==> config.mk <==
export PLATFORM = sky130hd
export DESIGN_NAME = seg_display_arbiter_flat
export DESIGN_NICKNAME = d
export VERILOG_FILES = /design/src/rtl/seg_display_arbiter_pkg.sv /design/src/rtl/seg_display_arbiter_if.sv /design/src/rtl/seg_display_arbiter_prio_pick.sv /design/src/rtl/seg_display_arbiter.sv /design/src/flat_wrapper.sv
export SDC_FILE = /design/constraint.sdc
export NUM_CORES = 1
export LEC_CHECK = 0
export BUFFER_PORTS_ARGS = -buffer_cell sky130_fd_sc_hd__buf_2
export CAP_MARGIN = 25
export CORE_AREA = 2 2 107 109
export CTS_CLUSTER_SIZE = 20
export DETAILED_ROUTE_END_ITERATION = 7
export DIE_AREA = 0 0 109 111
export PLACE_DENSITY = 0.8
export SLEW_MARGIN = 10
export SYNTH_ARGS = -nofsm -noshare
export SYNTH_HDL_FRONTEND = slang
export SYNTH_SLANG_ARGS = --single-unit
==> constraint.sdc <==
create_clock -name i_clk -period 3.15 [get_ports i_clk]
set_input_delay 0.7875 -clock i_clk [delete_from_list [all_inputs] [get_ports i_clk]]
set_output_delay 0.7875 -clock i_clk [all_outputs]
set_load 0.02 [all_outputs]
==> src/rtl/seg_display_arbiter_pkg.sv <==
// Shared types and constants for the seven-segment display arbiter.
package seg_disp_pkg;

  localparam int unsigned DATA_W           = 32;
  localparam int unsigned DEF_DWELL_CYCLES = 50_000_000;
  localparam int unsigned DEF_PAGE_CYCLES  = 100_000_000;

  typedef enum logic [1:0] {IDLE, SHOW, HOLD} seg_state_e;

  function automatic int unsigned cnt_w(input int unsigned n);
    return (n > 1) ? $clog2(n) : 1;
  endfunction

endpackage

==> src/rtl/seg_display_arbiter_if.sv <==
// Requester-to-arbiter-to-driver bus: requests in, display controls out.
interface seg_display_arbiter_if
  import seg_disp_pkg::*;
#(
  parameter int unsigned NREQ = 3
);
  logic [NREQ-1:0]        req;
  logic [DATA_W*NREQ-1:0] req_data;
  logic [NREQ-1:0]        req_wide;
  logic [NREQ-1:0]        grant;
  logic [DATA_W-1:0]      displayed_number;
  logic                   display_sel;
  logic                   page_sel;
  logic                   busy;

  modport master (
    output req, req_data, req_wide,
    input  grant, displayed_number, display_sel, page_sel, busy
  );

  modport slave (
    input  req, req_data, req_wide,
    output grant, displayed_number, display_sel, page_sel, busy
  );
endinterface

==> src/rtl/seg_display_arbiter_prio_pick.sv <==
// Combinational one-hot picker; the request at index i_base has highest priority,
// then i_base+1, ... wrapping modulo NREQ.
module seg_prio_pick
  import seg_disp_pkg::*;
#(
  parameter int unsigned NREQ = 3
) (
  input  logic [NREQ-1:0]         i_req,
  input  logic [cnt_w(NREQ)-1:0]  i_base,
  output logic                    o_valid,
  output logic [cnt_w(NREQ)-1:0]  o_idx,
  output logic [NREQ-1:0]         o_onehot
);
  localparam int unsigned IW = cnt_w(NREQ);

  logic [2*NREQ-1:0] w_rot;
  int                w_sum;

  always_comb begin
    w_rot   = {i_req, i_req} >> i_base;
    w_sum   = 0;
    o_valid = 1'b0;
    o_idx   = '0;
    // Descending scan so the smallest offset from the base wins.
    for (int off = int'(NREQ) - 1; off >= 0; off--) begin
      if (w_rot[off]) begin
        w_sum = int'(i_base) + off;
        if (w_sum >= int'(NREQ)) w_sum = w_sum - int'(NREQ);
        o_valid = 1'b1;
        o_idx   = IW'(w_sum);
      end
    end
    for (int i = 0; i < int'(NREQ); i++) begin
      o_onehot[i] = o_valid && (o_idx == IW'(i));
    end
  end

endmodule

==> src/rtl/seg_display_arbiter.sv <==
// Display arbiter with dwell protection and half paging for wide values.
// Optional SEG_ARB_ROUND_ROBIN_EN: rotating priority instead of fixed index-0-first.
module seg_display_arbiter
  import seg_disp_pkg::*;
#(
  parameter int unsigned NREQ         = 3,
  parameter int unsigned DWELL_CYCLES = DEF_DWELL_CYCLES,
  parameter int unsigned PAGE_CYCLES  = DEF_PAGE_CYCLES
) (
  input logic                  i_clk,
  input logic                  i_reset,
  seg_display_arbiter_if.slave bus
);
  localparam int unsigned IW = cnt_w(NREQ);
  localparam int unsigned DW = cnt_w(DWELL_CYCLES);
  localparam int unsigned PW = cnt_w(PAGE_CYCLES);
  localparam logic [DW-1:0] DWELL_LAST = DW'(DWELL_CYCLES - 1);
  localparam logic [PW-1:0] PAGE_LAST  = PW'(PAGE_CYCLES - 1);

  seg_state_e        r_state, w_state_nxt;
  logic [NREQ-1:0]   r_grant, w_grant_nxt;
  logic [IW-1:0]     r_owner, w_owner_nxt;
  logic [DATA_W-1:0] r_data, w_data_nxt;
  logic              r_disp_sel, w_disp_sel_nxt;
  logic              r_busy, w_busy_nxt;
  logic              r_page_sel, w_page_sel_nxt;
  logic [DW-1:0]     r_dwell_cnt, w_dwell_nxt;
  logic [PW-1:0]     r_page_cnt, w_page_nxt;

  logic [IW-1:0]     w_base;
  logic              w_pick_valid;
  logic [IW-1:0]     w_pick_idx;
  logic [NREQ-1:0]   w_pick_onehot;
  logic [DATA_W-1:0] w_pick_data, w_owner_data;
  logic              w_owner_req, w_owner_wide;
  logic              w_dwell_done, w_do_grant, w_go_idle;

  seg_prio_pick #(.NREQ(NREQ)) u_pick (
    .i_req    (bus.req),
    .i_base   (w_base),
    .o_valid  (w_pick_valid),
    .o_idx    (w_pick_idx),
    .o_onehot (w_pick_onehot)
  );

`ifdef SEG_ARB_ROUND_ROBIN_EN
  logic [IW-1:0] r_base;
  always_ff @(posedge i_clk) begin
    if (i_reset) begin
      r_base <= '0;
    end else if (w_do_grant) begin
      r_base <= (w_pick_idx == IW'(NREQ - 1)) ? '0 : w_pick_idx + IW'(1);
    end
  end
  assign w_base = r_base;
`else
  assign w_base = '0;
`endif

  always_comb begin
    w_owner_data = '0;
    w_owner_req  = 1'b0;
    w_owner_wide = 1'b0;
    w_pick_data  = '0;
    for (int i = 0; i < int'(NREQ); i++) begin
      if (r_owner == IW'(i)) begin
        w_owner_data = bus.req_data[i*DATA_W +: DATA_W];
        w_owner_req  = bus.req[i];
        w_owner_wide = bus.req_wide[i];
      end
      if (w_pick_idx == IW'(i)) w_pick_data = bus.req_data[i*DATA_W +: DATA_W];
    end
  end

  assign w_dwell_done = (r_dwell_cnt == DWELL_LAST);

  always_comb begin
    w_state_nxt    = r_state;
    w_grant_nxt    = r_grant;
    w_owner_nxt    = r_owner;
    w_data_nxt     = r_data;
    w_disp_sel_nxt = r_disp_sel;
    w_busy_nxt     = r_busy;
    w_page_sel_nxt = 1'b0;
    w_page_nxt     = '0;
    w_dwell_nxt    = r_dwell_cnt;
    w_do_grant     = 1'b0;
    w_go_idle      = 1'b0;

    if (r_state != IDLE) begin
      if (!w_dwell_done) w_dwell_nxt = r_dwell_cnt + DW'(1);
      if (w_owner_wide) begin
        w_page_sel_nxt = (r_page_cnt == PAGE_LAST) ? ~r_page_sel : r_page_sel;
        w_page_nxt     = (r_page_cnt == PAGE_LAST) ? '0 : r_page_cnt + PW'(1);
      end
    end

    unique case (r_state)
      IDLE: w_do_grant = w_pick_valid;
      SHOW: begin
        if (!w_dwell_done) begin
          if (w_owner_req) w_data_nxt = w_owner_data;
          else             w_state_nxt = HOLD;
        end else if (!w_pick_valid) begin
          w_go_idle = 1'b1;
        end else if (w_pick_idx != r_owner) begin
          w_do_grant = 1'b1;
        end else begin
          w_data_nxt = w_owner_data;
        end
      end
      HOLD: begin
        if (w_dwell_done && !w_pick_valid) begin
          w_go_idle = 1'b1;
        end else if (w_dwell_done && (w_pick_idx != r_owner)) begin
          w_do_grant = 1'b1;
        end else if (w_owner_req) begin
          w_state_nxt = SHOW;
          w_data_nxt  = w_owner_data;
        end
      end
      default: w_go_idle = 1'b1;
    endcase

    if (w_do_grant) begin
      w_state_nxt    = SHOW;
      w_grant_nxt    = w_pick_onehot;
      w_owner_nxt    = w_pick_idx;
      w_data_nxt     = w_pick_data;
      w_disp_sel_nxt = 1'b1;
      w_busy_nxt     = 1'b1;
      w_dwell_nxt    = '0;
      w_page_nxt     = '0;
      w_page_sel_nxt = 1'b0;
    end else if (w_go_idle) begin
      // displayed_number is left as is so the driver keeps showing it.
      w_state_nxt    = IDLE;
      w_grant_nxt    = '0;
      w_disp_sel_nxt = 1'b0;
      w_busy_nxt     = 1'b0;
      w_dwell_nxt    = '0;
      w_page_nxt     = '0;
      w_page_sel_nxt = 1'b0;
    end
  end

  always_ff @(posedge i_clk) begin
    if (i_reset) begin
      r_state     <= IDLE;
      r_grant     <= '0;
      r_owner     <= '0;
      r_data      <= '0;
      r_disp_sel  <= 1'b0;
      r_busy      <= 1'b0;
      r_page_sel  <= 1'b0;
      r_dwell_cnt <= '0;
      r_page_cnt  <= '0;
    end else begin
      r_state     <= w_state_nxt;
      r_grant     <= w_grant_nxt;
      r_owner     <= w_owner_nxt;
      r_data      <= w_data_nxt;
      r_disp_sel  <= w_disp_sel_nxt;
      r_busy      <= w_busy_nxt;
      r_page_sel  <= w_page_sel_nxt;
      r_dwell_cnt <= w_dwell_nxt;
      r_page_cnt  <= w_page_nxt;
    end
  end

  assign bus.grant            = r_grant;
  assign bus.displayed_number = r_data;
  assign bus.display_sel      = r_disp_sel;
  assign bus.page_sel         = r_page_sel;
  assign bus.busy             = r_busy;

endmodule

==> src/flat_wrapper.sv <==
// flat-port wrapper written by rule: the top's interface ports become plain ports
module seg_display_arbiter_flat import seg_disp_pkg::*;
#(
  parameter int unsigned NREQ         = 3,
  parameter int unsigned DWELL_CYCLES = DEF_DWELL_CYCLES,
  parameter int unsigned PAGE_CYCLES  = DEF_PAGE_CYCLES
)
  (i_clk, i_reset, bus_req, bus_req_data, bus_req_wide, bus_grant, bus_displayed_number, bus_display_sel, bus_page_sel, bus_busy);
  seg_display_arbiter_if #(.NREQ(NREQ)) bus_i ();
  input logic i_clk;
  input logic i_reset;
  input wire logic [$bits(bus_i.req)-1:0] bus_req;
  input wire logic [$bits(bus_i.req_data)-1:0] bus_req_data;
  input wire logic [$bits(bus_i.req_wide)-1:0] bus_req_wide;
  output wire logic [$bits(bus_i.grant)-1:0] bus_grant;
  output wire logic [$bits(bus_i.displayed_number)-1:0] bus_displayed_number;
  output wire logic [$bits(bus_i.display_sel)-1:0] bus_display_sel;
  output wire logic [$bits(bus_i.page_sel)-1:0] bus_page_sel;
  output wire logic [$bits(bus_i.busy)-1:0] bus_busy;
  assign bus_i.req = bus_req;
  assign bus_i.req_data = bus_req_data;
  assign bus_i.req_wide = bus_req_wide;
  assign bus_grant = bus_i.grant;
  assign bus_displayed_number = bus_i.displayed_number;
  assign bus_display_sel = bus_i.display_sel;
  assign bus_page_sel = bus_i.page_sel;
  assign bus_busy = bus_i.busy;
  seg_display_arbiter #(.NREQ(NREQ), .DWELL_CYCLES(DWELL_CYCLES), .PAGE_CYCLES(PAGE_CYCLES)) u_core (.i_clk(i_clk), .i_reset(i_reset), .bus(bus_i));
endmodule
* After elaboration in Yosys (flattened, before gate mapping)
Cells that the tools add are included.
Word-level totals: logic and storage cells 107, bits in registers 94, output and inout bits 38
Operators by class: multiplexer cells 48, reductions and logical operators 21, eq/ne operators 23, add/sub/neg operators 2, bitwise logic cells 4
Operators by type and width (count):
- $mux 32 | 13
- $pmux 32 s2 | 1
- $add 27x1->27 const B | 1
- $eq 27x27->1 const B | 1
- $add 26x1->26 const B | 1
- $eq 26x26->1 const B | 1
- $mux 1 | 21
- $mux 2 | 8
- $ne 4x4->1 const B | 3
- $reduce_and 6->1 | 2
- $ne 2x2->1 const B | 4
- $ne 4x2->1 const B | 2
- $eq 2x1->1 const B | 3
- $eq 2x2->1 const B | 3
- $logic_not 2->1 | 3
- $mux 3 | 2
- $ne 3x2->1 const B | 2
- $pmux 1 s3 | 2
- $reduce_bool 2->1 | 3
- $reduce_or 6->1 | 1
- $logic_and 1x1->1 | 5
- $reduce_and 5->1 | 1
- $reduce_or 5->1 | 1
- $ne 4x1->1 const B | 1
- other kinds (10) | 13

* Longest topological paths before layout
word-level depth 10, gate-level depth with buffers 10

* Cells and area by module
A second synthesis with hierarchy kept.
Second synthesis, totals: cells, all modules 725, area, all modules 5958.2 um2
By module, submodules not included:
- seg_display_arbiter | area an instance 5669.2 um2, cells an instance 685, times used 1, seq. area each 1881.8 um2
- seg_prio_pick | area an instance 289.0 um2, cells an instance 40, times used 1, seq. area each 0.0 um2

* Worst setup path after synthesis
Ideal clock, no wire load.
path kind input to register, from in bus_req[1], to reg u_core.r_data[10], in the netlist u_core.bus.displayed_number[10], data arrival time 2496 ps, buffers on the path 1, slack 514 ps, stages on the path 7, path through nor3b_1 -> nand2_1 -> a311o_1 -> o32ai_4 -> buf_8 -> mux2i_1 -> o22ai_2
Between the ends: longest elaborated chain between the ends 9
Ends and longest elaborated chain:
- from (decl) | line flat_wrapper.sv:12 | input wire logic [$bits(bus_i.req)-1:0] bus_req;
- $mux 2 (2 in a row) | line seg_display_arbiter_prio_pick.sv:26 | if (w_rot[off]) begin
- $ne 2x2->1 | line seg_display_arbiter.sv:106, seg_display_arbiter.sv:115
- $mux 1 / $logic_and 1x1->1 (equally long branches) | line seg_display_arbiter.sv:106, seg_display_arbiter.sv:115
- $mux 1, on equally long branches | line seg_display_arbiter.sv:104, seg_display_arbiter.sv:115
- $mux 1, on equally long branches | line seg_display_arbiter.sv:101, seg_display_arbiter.sv:113
- $pmux 1 s3 | line seg_display_arbiter.sv:98 | unique case (r_state)
- $ne 4x3->1 (no source line) (tied with other cells)
- $reduce_and 5->1 (no source line)
- to (signal assigned) | line seg_display_arbiter.sv:162 | r_data <= w_data_nxt;
- to (decl) | line seg_display_arbiter.sv:23 | logic [DATA_W-1:0] r_data, w_data_nxt;
Several ways; a longest one is shown, not always the timed one. The select of a mux whose other input is x is not followed. A chain may end at the register's enable or synchronous reset.

* Worst setup path in the final report
from reg u_core.r_dwell_cnt[7], to reg u_core.r_data[7], in the netlist u_core.bus.displayed_number[7]
Between the ends: longest elaborated chain between the ends 7
Ends and longest elaborated chain:
- from (decl) | line seg_display_arbiter.sv:27 | logic [DW-1:0] r_dwell_cnt, w_dwell_nxt;
- from (signal assigned) | line seg_display_arbiter.sv:166 | r_dwell_cnt <= w_dwell_nxt;
- $eq 26x26->1 (*) | line seg_display_arbiter.sv:75 | assign w_dwell_done = (r_dwell_cnt == DWELL_LAST);
- $logic_and 1x1->1 | line seg_display_arbiter.sv:115 | end else if (w_dwell_done && (w_pick_idx != r_owner)) begin
- $mux 1 | line seg_display_arbiter.sv:115
- $mux 1 | line seg_display_arbiter.sv:113 | if (w_dwell_done && !w_pick_valid) begin
- $pmux 1 s3 | line seg_display_arbiter.sv:98
- $ne 4x3->1 (no source line) (tied with other cells)
- $reduce_and 5->1 (no source line)
Mark *: on every way between the ends. The rest lies on a longest branch, timed or not.

==> impl_metrics.toml <==
[grt]
grt_start_max_net_pins = 67
antenna_found_initial = 0
grt_pass1_vias = 5136
grt_first_pass_wirelength_mm = 24.1
grt_util_all_layers = 0.242
grt_remaining_overflow = 0

[sta]
hold_viol_final = 0
rsz0062_at_grt = "false"
slew_headroom = 0.436
setup_tns_ns = 0
min_period_ns = 2.59
clock_skew_ns = 0.00966
max_freq_mhz = 387
setup_viol = 0
finalCritPeriodShare = 0.821
tightest_slew_ns = 0.839
slew_viol_final = 0

[clock_tree]
clock_path_buffers = 2
cts_hold_buf = 0
cts_made_buffers = 9
path_clk_slew_ns = 0.07
cts_tree = "yes"
htreeDepth = 3
post_cts_buffers = 0
clock_sinks = 94
clk_latency_ns = 0.34
ctsResizeCount = 0
cts_root_buf = "clkbuf_16"

[yosys]
synth-edff-count = 0
synth_cell_types = 49
mappedNetlistArea_sq_um = 5830
synth_area_per_cell_sq_um = 8.37
synth_most_common_cell = "mux2i_1"
syn-num-nets = 806
synth_area_leaders = "dfxtp_1 (32%), mux2i_1 (17%), o22ai_2 (6.4%)"
synthFlopType = "dfxtp_1"
async_flop_share = 0
yosys-top-cells-count = "mux2i_1 (100), nor2_1 (97), dfxtp_1 (94)"
yosysWarnings = 0
seq_area_frac_synth = 0.323
ys_seq_elements = 94
netlist_instances = 696
synth.top_cell.area_share = 0.323
yosysTopAreaCell = "dfxtp_1"

[placed_design]
dp_hpwl_mm = 10.0
dp.cells = 951
port_buffers = 141
gp_congestion = 0.899

[pwr]
power_density_nw_per_um2 = 610
peakVddDrop_v = 0.000514
power_mw = 4.28
p_leak_nw = 2.59

[critical_path]
crit_required_ns = 3.37
start_kind = "register"
worstPathMaxFanout = 32
worst_ep_arrival_time_ns = 2.81
cp_cell_sequence = "nor4_1 -> nand4bb_1 -> a311o_1 -> o32ai_4 -> buf_12 -> mux2i_1 -> o22ai_2"
end_kind = "register"
crit_type = "reg2reg"
max_stage_delay_ns = 0.47
slowest_stage = "nor4_1"

[finish]
antenna_cells = 0
area_growth_pct = 20.3
fin_nets = 929
drive_above_1_share = 0.256
final_cells = 967

[route]
drt_iter0_markers = 331
vias_per_cell = 5.62
antenna_left = 0
drc = 0
wl_per_cell_microns = 15.0
first_pass_iters = 5
vias = 5434
postRouteWirelength_mm = 14.5

[status]
status = "finished clean"

[die]
die_x_microns = 109
die_h_microns = 111
start_util = 0.526
core.rowCount = 39
top_level_ports = 142
die_area_sq_um = 12100
coreArea_sq_um = 11100

[worst_hold_path]
hold_class = "reg2reg"

[job]
maxCapViolCount = 0
critical path, delay by kind of cell (launching register included):
kind | cells | cell delay (ns)
and+or+nand+nor | 2 | 0.72
DFF | 1 | 0.37
AOI/OAI and AO/OA | 3 | 0.79
muxes | 1 | 0.29
buffers and inverters | 1 | 0.28
cells in the final DEF, fill, tap and decap left out, types with 2 or more instances in the layout:
master     Yosys  final
buf_2          4    141
mux2i_1      100    100
nor2_1        97     97
dfxtp_1       94     93
nand2_1       69     69
a21oi_1       44     44
o21ai_0       38     38
o22ai_2       30     30
xnor2_1       26     26
xor2_1        23     23
nand3_1       17     17
inv_1         13     13
nor4_1        13     13
buf_4          1     11
and3_1        10     10
nand4_1       10     10
clkbuf_16      0      9
nor3_1         7      7
or3_1          6      6
ha_1           6      6
and2_1         5      5
nand2b_1       4      4
and4_1         4      4
nor4b_1        3      3
o211ai_1       3      3
bufinv_16      0      3
buf_12         0      3
a311o_1        2      2
o22ai_1        2      2
nand3b_1       2      2
o31ai_1        2      2
o21a_1         2      2
a211oi_1       2      2
clkinv_2       0      2
inv_6          0      2
power by group:
part	total [mW]	switching, mW	internal [mW]
sequential	1.43	0.0938	1.33
clock	1.26	0.480	0.779
combinational	1.59	0.931	0.662
flip-flops by register name (all words and copies together) (netlist names):
register / count
u_core.bus.page_sel: 1
u_core.bus.display_sel: 1
u_core.r_dwell_cnt: 26
u_core.r_page_cnt: 27
u_core.bus.displayed_number: 32
u_core.r_owner: 2
u_core.r_state: 2
u_core.bus.grant: 3
metal layers:
layer  up-vias  routed length [microns]  GRT usage
li1       2708                        -          -
met1      2541                     6380      0.310
met2       160                     7090      0.408
met3        25                      700     0.0429
met4         0                      300     0.0786
met5         -                        0          0
final timing paths:
check                             start                              to  slack (ns)  depth (start not counted)
hold reg to reg     u_core.bus.grant[1]             u_core.bus.grant[1]        0.46                          2
hold / removal      u_core.bus.grant[1]             u_core.bus.grant[1]        0.46                          2
setup / recovery  u_core.r_dwell_cnt[7]  u_core.bus.displayed_number[7]        0.56                          7
setup reg to reg  u_core.r_dwell_cnt[7]  u_core.bus.displayed_number[7]        0.56                          7
through the flow:
| stage | hold slack, ns | utilization | worst slack [ns] | area (sq um) |
|---|---|---|---|---|
| 3_5_place_dp | 0.438 | 0.602 | 0.378 | 6670 |
| 6_report | 0.455 | 0.633 | 0.565 | 7010 |
| 2_1_floorplan | 0.413 | - | 0.514 | 5830 |
| 4_1_cts | 0.458 | 0.633 | 0.541 | 7010 |
| 5_1_grt | 0.480 | 0.633 | 0.314 | 7010 |
| 3_3_place_gp | 0.426 | 0.602 | 0.463 | 6670 |
cell type report:
type,count,area [sq um]
clock buffer,9,225
clock inverter,7,118
fill,965,4070
inverter,13,48.8
multi-input combinational,546,3710
sequential,94,1880
tap,143,179
timing repair buffer,155,848
logic make-up after synthesis:
logic type | share of synthesized area
xor+xnor | 0.0737
mux | 0.172
buf+inv | 0.0434
compound gates | 0.167
flops | 0.323
simple gates | 0.208
fa+ha+maj | 0.0129
Power figures use the tool's default switching activity.
